### config.mk
export PLATFORM = sky130hd
export DESIGN_NAME = store_buffer
export DESIGN_NICKNAME = d
export VERILOG_FILES = /design/src/rtl/store_buffer_pkg.sv /design/src/rtl/sb_fwd_match.sv /design/src/rtl/store_buffer.sv
export SDC_FILE = /design/constraint.sdc
export NUM_CORES = 1
export LEC_CHECK = 0
export BUFFER_PORTS_ARGS = -buffer_cell sky130_fd_sc_hd__buf_2
export CORE_MARGIN = 3
export CORE_UTILIZATION = 25
export CTS_CLUSTER_SIZE = 40
export DETAILED_ROUTE_END_ITERATION = 10
export SYNTH_ARGS = -nofsm -noshare
export SYNTH_HDL_FRONTEND = slang
export SYNTH_SLANG_ARGS = --single-unit
### constraint.sdc
create_clock -name clk -period 19.35 [get_ports clk]
set_input_delay 3.87 -clock clk [delete_from_list [all_inputs] [get_ports clk]]
set_output_delay 3.87 -clock clk [all_outputs]
set_load 0.01 [all_outputs]
### src/rtl/store_buffer_pkg.sv
// Shared widths and the buffered-store record for the posted-write store buffer.
package store_buffer_pkg;
   localparam int SB_DEPTH  = 4;
   localparam int SB_ADDR_W = 32;
   localparam int SB_DATA_W = 32;
   localparam int SB_CNT_W  = 16;
   localparam int BE_W      = SB_DATA_W / 8;
   localparam int PTR_W     = $clog2(SB_DEPTH);

   typedef struct packed {
      logic [SB_ADDR_W-1:0] addr;
      logic [SB_DATA_W-1:0] data;
      logic [BE_W-1:0]      be;
   } sb_entry_t;
endpackage

### src/rtl/sb_fwd_match.sv
// Store-to-load forwarding: youngest valid entry whose word address matches the load wins.
module sb_fwd_match
   import store_buffer_pkg::*;
#(
   parameter int DEPTH = SB_DEPTH
)(
   input  sb_entry_t [DEPTH-1:0]     entries,
   input  logic      [DEPTH-1:0]     valid,
   input  logic      [PTR_W-1:0]     tail,
   input  logic      [SB_ADDR_W-1:0] LoadAddr,
   output logic                      FwdHit,
   output logic      [SB_DATA_W-1:0] FwdData,
   output logic                      FwdConflict
);
   localparam logic [SB_ADDR_W-1:0] WORD_MASK = ~SB_ADDR_W'(3);

   logic             found;
   logic [PTR_W-1:0] idx;

   always_comb begin
      FwdHit      = 1'b0;
      FwdData     = '0;
      FwdConflict = 1'b0;
      found       = 1'b0;
      idx         = '0;
      // walk from the slot just behind tail (youngest) back toward head
      for (int k = 0; k < DEPTH; k++) begin
         idx = tail - PTR_W'(k + 1);
         if (!found && valid[idx] &&
             (((entries[idx].addr ^ LoadAddr) & WORD_MASK) == '0)) begin
            found = 1'b1;
            if (&entries[idx].be) begin
               FwdHit  = 1'b1;
               FwdData = entries[idx].data;
            end else begin
               FwdConflict = 1'b1;
            end
         end
      end
   end
endmodule

### src/rtl/store_buffer.sv
// Posted-write FIFO between the core store port and a valid/ready data memory,
// with load snooping so the core observes its own undrained stores.
module store_buffer
   import store_buffer_pkg::*;
#(
   parameter int DEPTH  = SB_DEPTH,
   parameter int ADDR_W = SB_ADDR_W,
   parameter int DATA_W = SB_DATA_W,
   parameter int CNT_W  = SB_CNT_W
)(
   input  logic                clk,
   input  logic                reset,
   input  logic                MemWrite,
   input  logic [ADDR_W-1:0]   ALUResult,
   input  logic [DATA_W-1:0]   WriteData,
   input  logic [DATA_W/8-1:0] ByteEn,
   input  logic [ADDR_W-1:0]   LoadAddr,
   output logic                StoreStall,
   output logic                FwdHit,
   output logic [DATA_W-1:0]   FwdData,
   output logic                FwdConflict,
   output logic                Drained,
   output logic                mem_valid,
   output logic [ADDR_W-1:0]   mem_addr,
   output logic [DATA_W-1:0]   mem_wdata,
   output logic [DATA_W/8-1:0] mem_be,
   input  logic                mem_ready,
   output logic [CNT_W-1:0]    RetiredCnt
);
   sb_entry_t [DEPTH-1:0] ent_q;
   logic [PTR_W-1:0]      head, tail;
   logic [PTR_W:0]        count;
   logic [DEPTH-1:0]      valid;
   logic                  push, pop;

   // full/empty come from registered count only, so mem_ready never reaches StoreStall
   assign StoreStall = (count == (PTR_W+1)'(DEPTH));
   assign Drained    = (count == '0);
   assign mem_valid  = !Drained;
   assign push       = MemWrite && !StoreStall;
   assign pop        = mem_valid && mem_ready;

   assign mem_addr   = ent_q[head].addr;
   assign mem_wdata  = ent_q[head].data;
   assign mem_be     = ent_q[head].be;

   always_ff @(posedge clk or posedge reset) begin
      if (reset) begin
         ent_q      <= '0;
         head       <= '0;
         tail       <= '0;
         count      <= '0;
         RetiredCnt <= '0;
      end else begin
         if (push) begin
            ent_q[tail] <= '{addr: ALUResult, data: WriteData, be: ByteEn};
            tail        <= tail + 1'b1;
         end
         if (pop) begin
            head       <= head + 1'b1;
            RetiredCnt <= RetiredCnt + 1'b1;
         end
         case ({push, pop})
            2'b10:   count <= count + 1'b1;
            2'b01:   count <= count - 1'b1;
            default: count <= count;
         endcase
      end
   end

   // slot i is live when its distance from head is below the occupancy
   for (genvar i = 0; i < DEPTH; i++) begin : g_valid
      logic [PTR_W-1:0] off;
      assign off      = PTR_W'(i) - head;
      assign valid[i] = ({1'b0, off} < count);
   end

   sb_fwd_match #(.DEPTH(DEPTH)) u_fwd (
      .entries     (ent_q),
      .valid       (valid),
      .tail        (tail),
      .LoadAddr    (LoadAddr),
      .FwdHit      (FwdHit),
      .FwdData     (FwdData),
      .FwdConflict (FwdConflict)
   );
endmodule
==> results.yml, run 1 <==
pwr:
  powerDensity_nw_per_um2: 211
  p_leak_nw: 9.72
  ir_worst_vdd_mv: 0.133
  finalPower_mw: 5.39
clock_tree:
  cts_buffer_depth: 3
  cts_resized: 0
  numCtsBuffers: 40
  htreeDepth: 2
  clk_pin_slew_ps: 60
  cts-root-buf: "clkbuf_16"
  cts_hold_repair.buffers: 0
  cts_setup_buffers: 0
  cts_tree: "done"
  cts_sinks: 295
  clock_latency_ps: 570
critical_path:
  crit_family: "buffers and inverters"
  crit_type: "reg -> out"
  critical_path_arrival_ps: 8110
  cp-end-kind: "primary output"
  cpPeakStageDelay_ps: 920
  crit_path_max_fanout: 55
  worst-endpoint-required_ps: 15480
  r2r_start: "tail[0]"
  cp_cell_sequence: "clkinv_1 > ha_4 > buf_4 > mux4_2 > xnor2_1 > nand4_1 > nor4_1 > o311ai_4 > buf_4 > nand4b_1 > mux2_2 > mux2_2 > buf_2"
  crit_path_start_kind: "register"
  critPathSlowestCell: "ha_4"
  startpoint: "tail[0]"
  critical_path_buf_inv_count: 4
die:
  io_pins: 225
  core_area_sq_um: 87000
  die_h_microns: 303
  initial_utilization_pct: 25.3
  num_rows: 108
  dieArea_sq_um: 91700
  dieWidth_microns: 303
synthesis:
  synthArstFlopShare_pct: 100
  synth-seq-area-share_pct: 33.5
  ys_ff_latch: 295
  synth_edf_count: 0
  synthesis.area_sq_um: 22000
  avgSynthCellArea_sq_um: 13.8
  synth.net_count: 1711
  synth.distinct_cells: 55
  netlist_instances: 1596
  ys_warn_count: 0
  synth_ff_type: "dfrtp_1"
cells_and_area:
  drive_gt1_share_pct: 52.8
  area_growth_pct: 16.1
  fillCellCount: 8746
  final_area_sq_um: 25600
  utilization_pct: 29.4
  final_nets: 1846
sta:
  finalHoldViolCount: 0
  grt_setup_unrepaired: "no"
  setup-tns-final_ps: 0
  post-route-period-util_pct: 61.9
  setup_violations: 0
  setup_ws_ps: 7370
  report.final.slew_viol_count: 0
  period_minus_slack_ps: 11980
  fmax_mhz: 83.5
  worst_pin_slew_ps: 1150
  clock_skew_ps: 16.8
  slew_headroom_pct: 23.4
route:
  first_pass_iters: 5
  via_per_inst: 5.33
  drt_iter0_markers: 1041
  wl_per_cell_microns: 24.1
  via_count: 15700
  drcViolationCount: 0
  drt-total-wl_microns: 70600
  met3_length_microns: 5430
  top_layer_used: "met5"
  wl_met1_microns: 28500
  postRouteAntennaNets: 0
  wl_met2_microns: 33900
min_path:
  hold_start: "RetiredCnt[15]"
  holdCritPathClass: "reg -> reg"
placed_design:
  hpwl_microns: 47100
  place.gp.congestion: 0.808
  place.port_buffers: 222
  dp_slack_ps: 7560
  placed_area_sq_um: 24100
global_route:
  grt_pass1_wl_microns: 105000
  grtUsageTotal_pct: 15.1
  grt_overflow: 0
  antenna_found_initial: 33
  grt_max_degree: 134
  grt_pass1_vias: 16000
run:
  cap_violations: 0
status:
  status: "finished, final reports clean"
-- area by class of cell --
| cell class | count | area, sq um | share of cell area (%) |
|---|---|---|---|
| Antenna cell | 18 | 45.0 | 0.176 |
| Timing Repair Buffer | 246 | 1300 | 5.10 |
| Inverter | 20 | 82.6 | 0.323 |
| Multi-Input combinational cell | 1128 | 13900 | 54.3 |
| Clock buffer | 60 | 1270 | 4.96 |
| Clock inverter | 13 | 160 | 0.626 |
| Sequential cell | 295 | 7400 | 28.9 |
| Tap cell | 1155 | 1450 | 5.65 |
-- logic make-up (layout without fill, tap and decap cells) --
| logic type | after synthesis | after routing | share of synthesized area [%] |
|---|---|---|---|
| buf+inv | 173 | 339 | 3.69 |
| flops | 295 | 295 | 33.5 |
| other cells | 0 | 18 | 0 |
| xor+xnor | 156 | 156 | 6.20 |
| fa+ha+maj | 11 | 11 | 0.659 |
| mux | 619 | 619 | 47.0 |
| simple gates | 218 | 218 | 5.26 |
| compound gates | 124 | 124 | 3.71 |
-- Yosys cell counts, drive strengths merged, types with 4 or more instances --
library cell / number / area, sq um
xnor2: 125 / 1090
or4b: 6 / 60.1
nor2: 22 / 85.1
a21oi: 11 / 55.1
nor3b: 4 / 30.0
nor2b: 7 / 43.8
o21ai: 53 / 265
mux2i: 27 / 270
nand2: 56 / 210
o21a: 6 / 45.0
a31o: 5 / 43.8
mux4: 303 / 6820
nor4: 10 / 68.8
inv: 18 / 67.6
or2: 5 / 31.3
mux2: 289 / 3250
nor3: 5 / 25.0
o22a: 17 / 149
nand4: 36 / 225
o211ai: 8 / 60.1
ha: 10 / 125
nand3: 51 / 265
xor2: 31 / 272
clkbuf: 49 / 184
o22ai: 6 / 37.5
dfrtp: 295 / 7380
nand3b: 6 / 45.0
buf: 104 / 554
-- metal layers --
metal / global-route usage, % / vias to the layer above
li1: - / 6617
met3: 3.96 / 154
met1: 19.3 / 8278
met4: 6.27 / 18
met5: 0 / -
met2: 24.5 / 587
-- flip-flops by register name, indices dropped and copies added (netlist names) --
name / count
ent_q: 272
count: 3
RetiredCnt: 16
head: 2
tail: 2
-- layout by cell type (no fill, tap or decap), drive strengths merged, types with 2 or more instances in the layout --
cell	count
a2111oi	2
nor4	10
o21ai	53
o221ai	2
xnor2	125
or2	5
and2	3
nor2	22
o21a	6
nand3b	6
nor3	5
mux2i	27
nor2b	7
and3	3
a21oi	11
mux2	289
bufinv	3
nor3b	4
a21o	2
diode	18
o211ai	8
ha	10
mux4	303
inv	19
clkbuf	60
dfrtp	295
or4b	6
nand2	56
clkinvlp	2
clkinv	9
nand3	51
nand4	36
a31o	5
buf	246
a211oi	3
o22a	17
xor2	31
a31oi	3
o22ai	6
-- path summary, 6_finish.rpt --
kind,end,slack (ps),cells after the start
max,FwdData[5],7370,13
max in group asynchronous,ent_q[63],13080,4
min,RetiredCnt[15],480,1
min reg2reg,RetiredCnt[15],480,1
max reg2reg,ent_q[70],15200,6
min in group asynchronous,ent_q[17],3490,2
-- per-stage QoR --
stage	hold WS [ps]	std cells
after floorplan	474	1596
after global placement	464	2844
after detailed placement	465	2844
after CTS	479	2917
after global routing	509	2926
final	476	2935
-- power breakdown --
group          switching (mW)  total, mW  internal, mW
Clock                   0.295      0.788         0.493
Sequential              0.494       1.42         0.929
Combinational            1.39       3.18          1.79
Total                    2.17       5.39          3.22
No activity file was read; power rests on OpenSTA's default activity.
==> run 2, diff against run 1 <==
==> constraint.sdc (replaced) <==
create_clock -name clk -period 10.28 [get_ports clk]
set_input_delay 2.056 -clock clk [delete_from_list [all_inputs] [get_ports clk]]
set_output_delay 2.056 -clock clk [all_outputs]
set_load 0.01 [all_outputs]
==> run 2 against run 1 <==
Against the previous run: wire length increased by 0.36%; clock power increased by 90%; die area unchanged; sequential cell count unchanged; clock-buffer cell count unchanged; hold slack improved by 0.61 ps; largest cell class unchanged; highest routed layer unchanged.
==> results.yml, run 2 (synthesis gave the netlist of run 1 again) <==
status:
  status: "finished, final reports clean"
global_route:
  antenna_found_initial: 35
  grt_pass1_vias: 16000
  grt_max_degree: 105
  grt_pass1_wl_microns: 105000
  grtUsageTotal_pct: 15.2
  grt_overflow: 0
sta:
  post-route-period-util_pct: 85.6
  finalHoldViolCount: 0
  setup_violations: 0
  fmax_mhz: 114
  period_minus_slack_ps: 8800
  worst_pin_slew_ps: 1170
  slew_headroom_pct: 22.0
  clock_skew_ps: 23.4
  grt_setup_unrepaired: "no"
  setup-tns-final_ps: 0
  report.final.slew_viol_count: 0
cells_and_area:
  drive_gt1_share_pct: 52.9
  area_growth_pct: 16.4
  final_cells: 2942
  final_area_sq_um: 25700
  fillCellCount: 8754
  largest_reg_flops: 272
  top_regs: "ent_q (272), RetiredCnt (16), count (3)"
  top_register: "ent_q"
  final_nets: 1858
  final_common_cell: "mux4_2"
  layout_common_cells: "mux4_2, dfrtp_1, mux2_2, buf_2, xnor2_1"
clock_tree:
  numCtsBuffers: 42
  clock_latency_ps: 570
  cts_setup_buffers: 0
  cts_tree: "done"
  cts_sinks: 295
  cts_resized: 0
  htreeDepth: 2
  cts_buffer_depth: 3
  clk_pin_slew_ps: 60
  cts_hold_repair.buffers: 0
  cts-root-buf: "clkbuf_16"
route:
  drt_iter0_markers: 973
  postRouteAntennaNets: 0
  drt-total-wl_microns: 70900
  drcViolationCount: 0
  via_per_inst: 5.37
  via_count: 15800
  wl_per_cell_microns: 24.1
  first_pass_iters: 5
critical_path:
  worst-endpoint-required_ps: 8220
  crit_path_start_kind: "register"
  crit_type: "reg -> out"
  cp-end-kind: "primary output"
  crit_path_max_fanout: 54
  critical_path_arrival_ps: 6750
  r2r_slack_ps: 6290
die:
  die_h_microns: 303
  initial_utilization_pct: 25.3
  io_pins: 225
  dieArea_sq_um: 91700
  dieWidth_microns: 303
  core_area_sq_um: 87000
  num_rows: 108
pwr:
  powerDensity_nw_per_um2: 397
  p_leak_nw: 9.77
  ir_worst_vdd_mv: 0.189
  p_sw_mw: 4.12
  p_clk_share_pct: 14.7
  seqPwrFrac_pct: 26.0
  sw_frac_of_total_pct: 40.4
  intPower_mw: 6.07
  power_frac_comb_pct: 59.3
min_path:
  holdCritPathClass: "reg -> reg"
placed_design:
  hpwl_microns: 47600
  place.gp.congestion: 0.827
  placed_area_sq_um: 24200
  place.port_buffers: 222
  placed_cells: 2854
run:
  cap_violations: 0
-- run 2: path summary, 6_finish.rpt --
| check | start | endpoint | cells past startpoint |
|---|---|---|---|
| setup reg to reg | tail[0] | ent_q[120] | 6 |
| hold reg to reg | RetiredCnt[15] | RetiredCnt[15] | 1 |
| max in group asynchronous | reset | head[0] | 4 |
| min in group asynchronous | reset | ent_q[82] | 2 |
| setup / recovery | tail[1] | FwdData[22] | 14 |
| hold / removal | RetiredCnt[15] | RetiredCnt[15] | 1 |
-- run 2: metrics by stage --
| stage | setup WS, ps | util [%] | total power [mW] | hold WS, ps |
|---|---|---|---|---|
| 5_1_grt | 1060 | 29.5 | 10.8 | 514 |
| 2_1_floorplan | 76.5 | - | 7.08 | 474 |
| 3_3_place_gp | 2000 | 27.8 | 8.49 | 462 |
| 6_report | 1480 | 29.5 | 10.2 | 477 |
| 4_1_cts | 1390 | 29.4 | 10.3 | 483 |
| 3_5_place_dp | 2070 | 27.8 | 8.72 | 470 |
-- run 2: cell type report --
class                      count  area (sq um)  area share [%]
clock inverter                15           209           0.814
multi-input combinational   1128         13900            54.1
antenna                       13          32.5           0.127
timing repair buffer         256          1390            5.42
clock buffer                  60          1220            4.75
tap                         1155          1450            5.63
sequential                   295          7400            28.8
inverter                      20          82.6           0.322
-- run 2: power by group through the flow --
stage          logic, mW  clock network (mW)  registers, mW
2_1_floorplan       4.83                   0           2.26
3_3_place_gp        5.98                   0           2.52
3_5_place_dp        6.07                   0           2.65
4_1_cts             6.10                1.55           2.63
5_1_grt             6.46                1.59           2.76
6_report            6.04                1.50           2.65
-- run 2: critical path, stage by stage, from the launching register on --
cell and delay, ps:
dfrtp_4 860, clkinv_1 490, ha_4 880, buf_12 310
mux4_2 540, xnor2_1 240, nand4_1 110, nor4_1 680
o311ai_4 440, buf_4 440, nand2_1 200, buf_4 230
o21ai_0 110, o22ai_1 310, buf_2 200
-- run 2: routing by layer --
| metal | global-route usage (%) | routed length, microns |
|---|---|---|
| met5 | 0 | 137 |
| met4 | 5.51 | 2030 |
| met3 | 3.75 | 5340 |
| met2 | 24.9 | 34700 |
| met1 | 19.4 | 28700 |
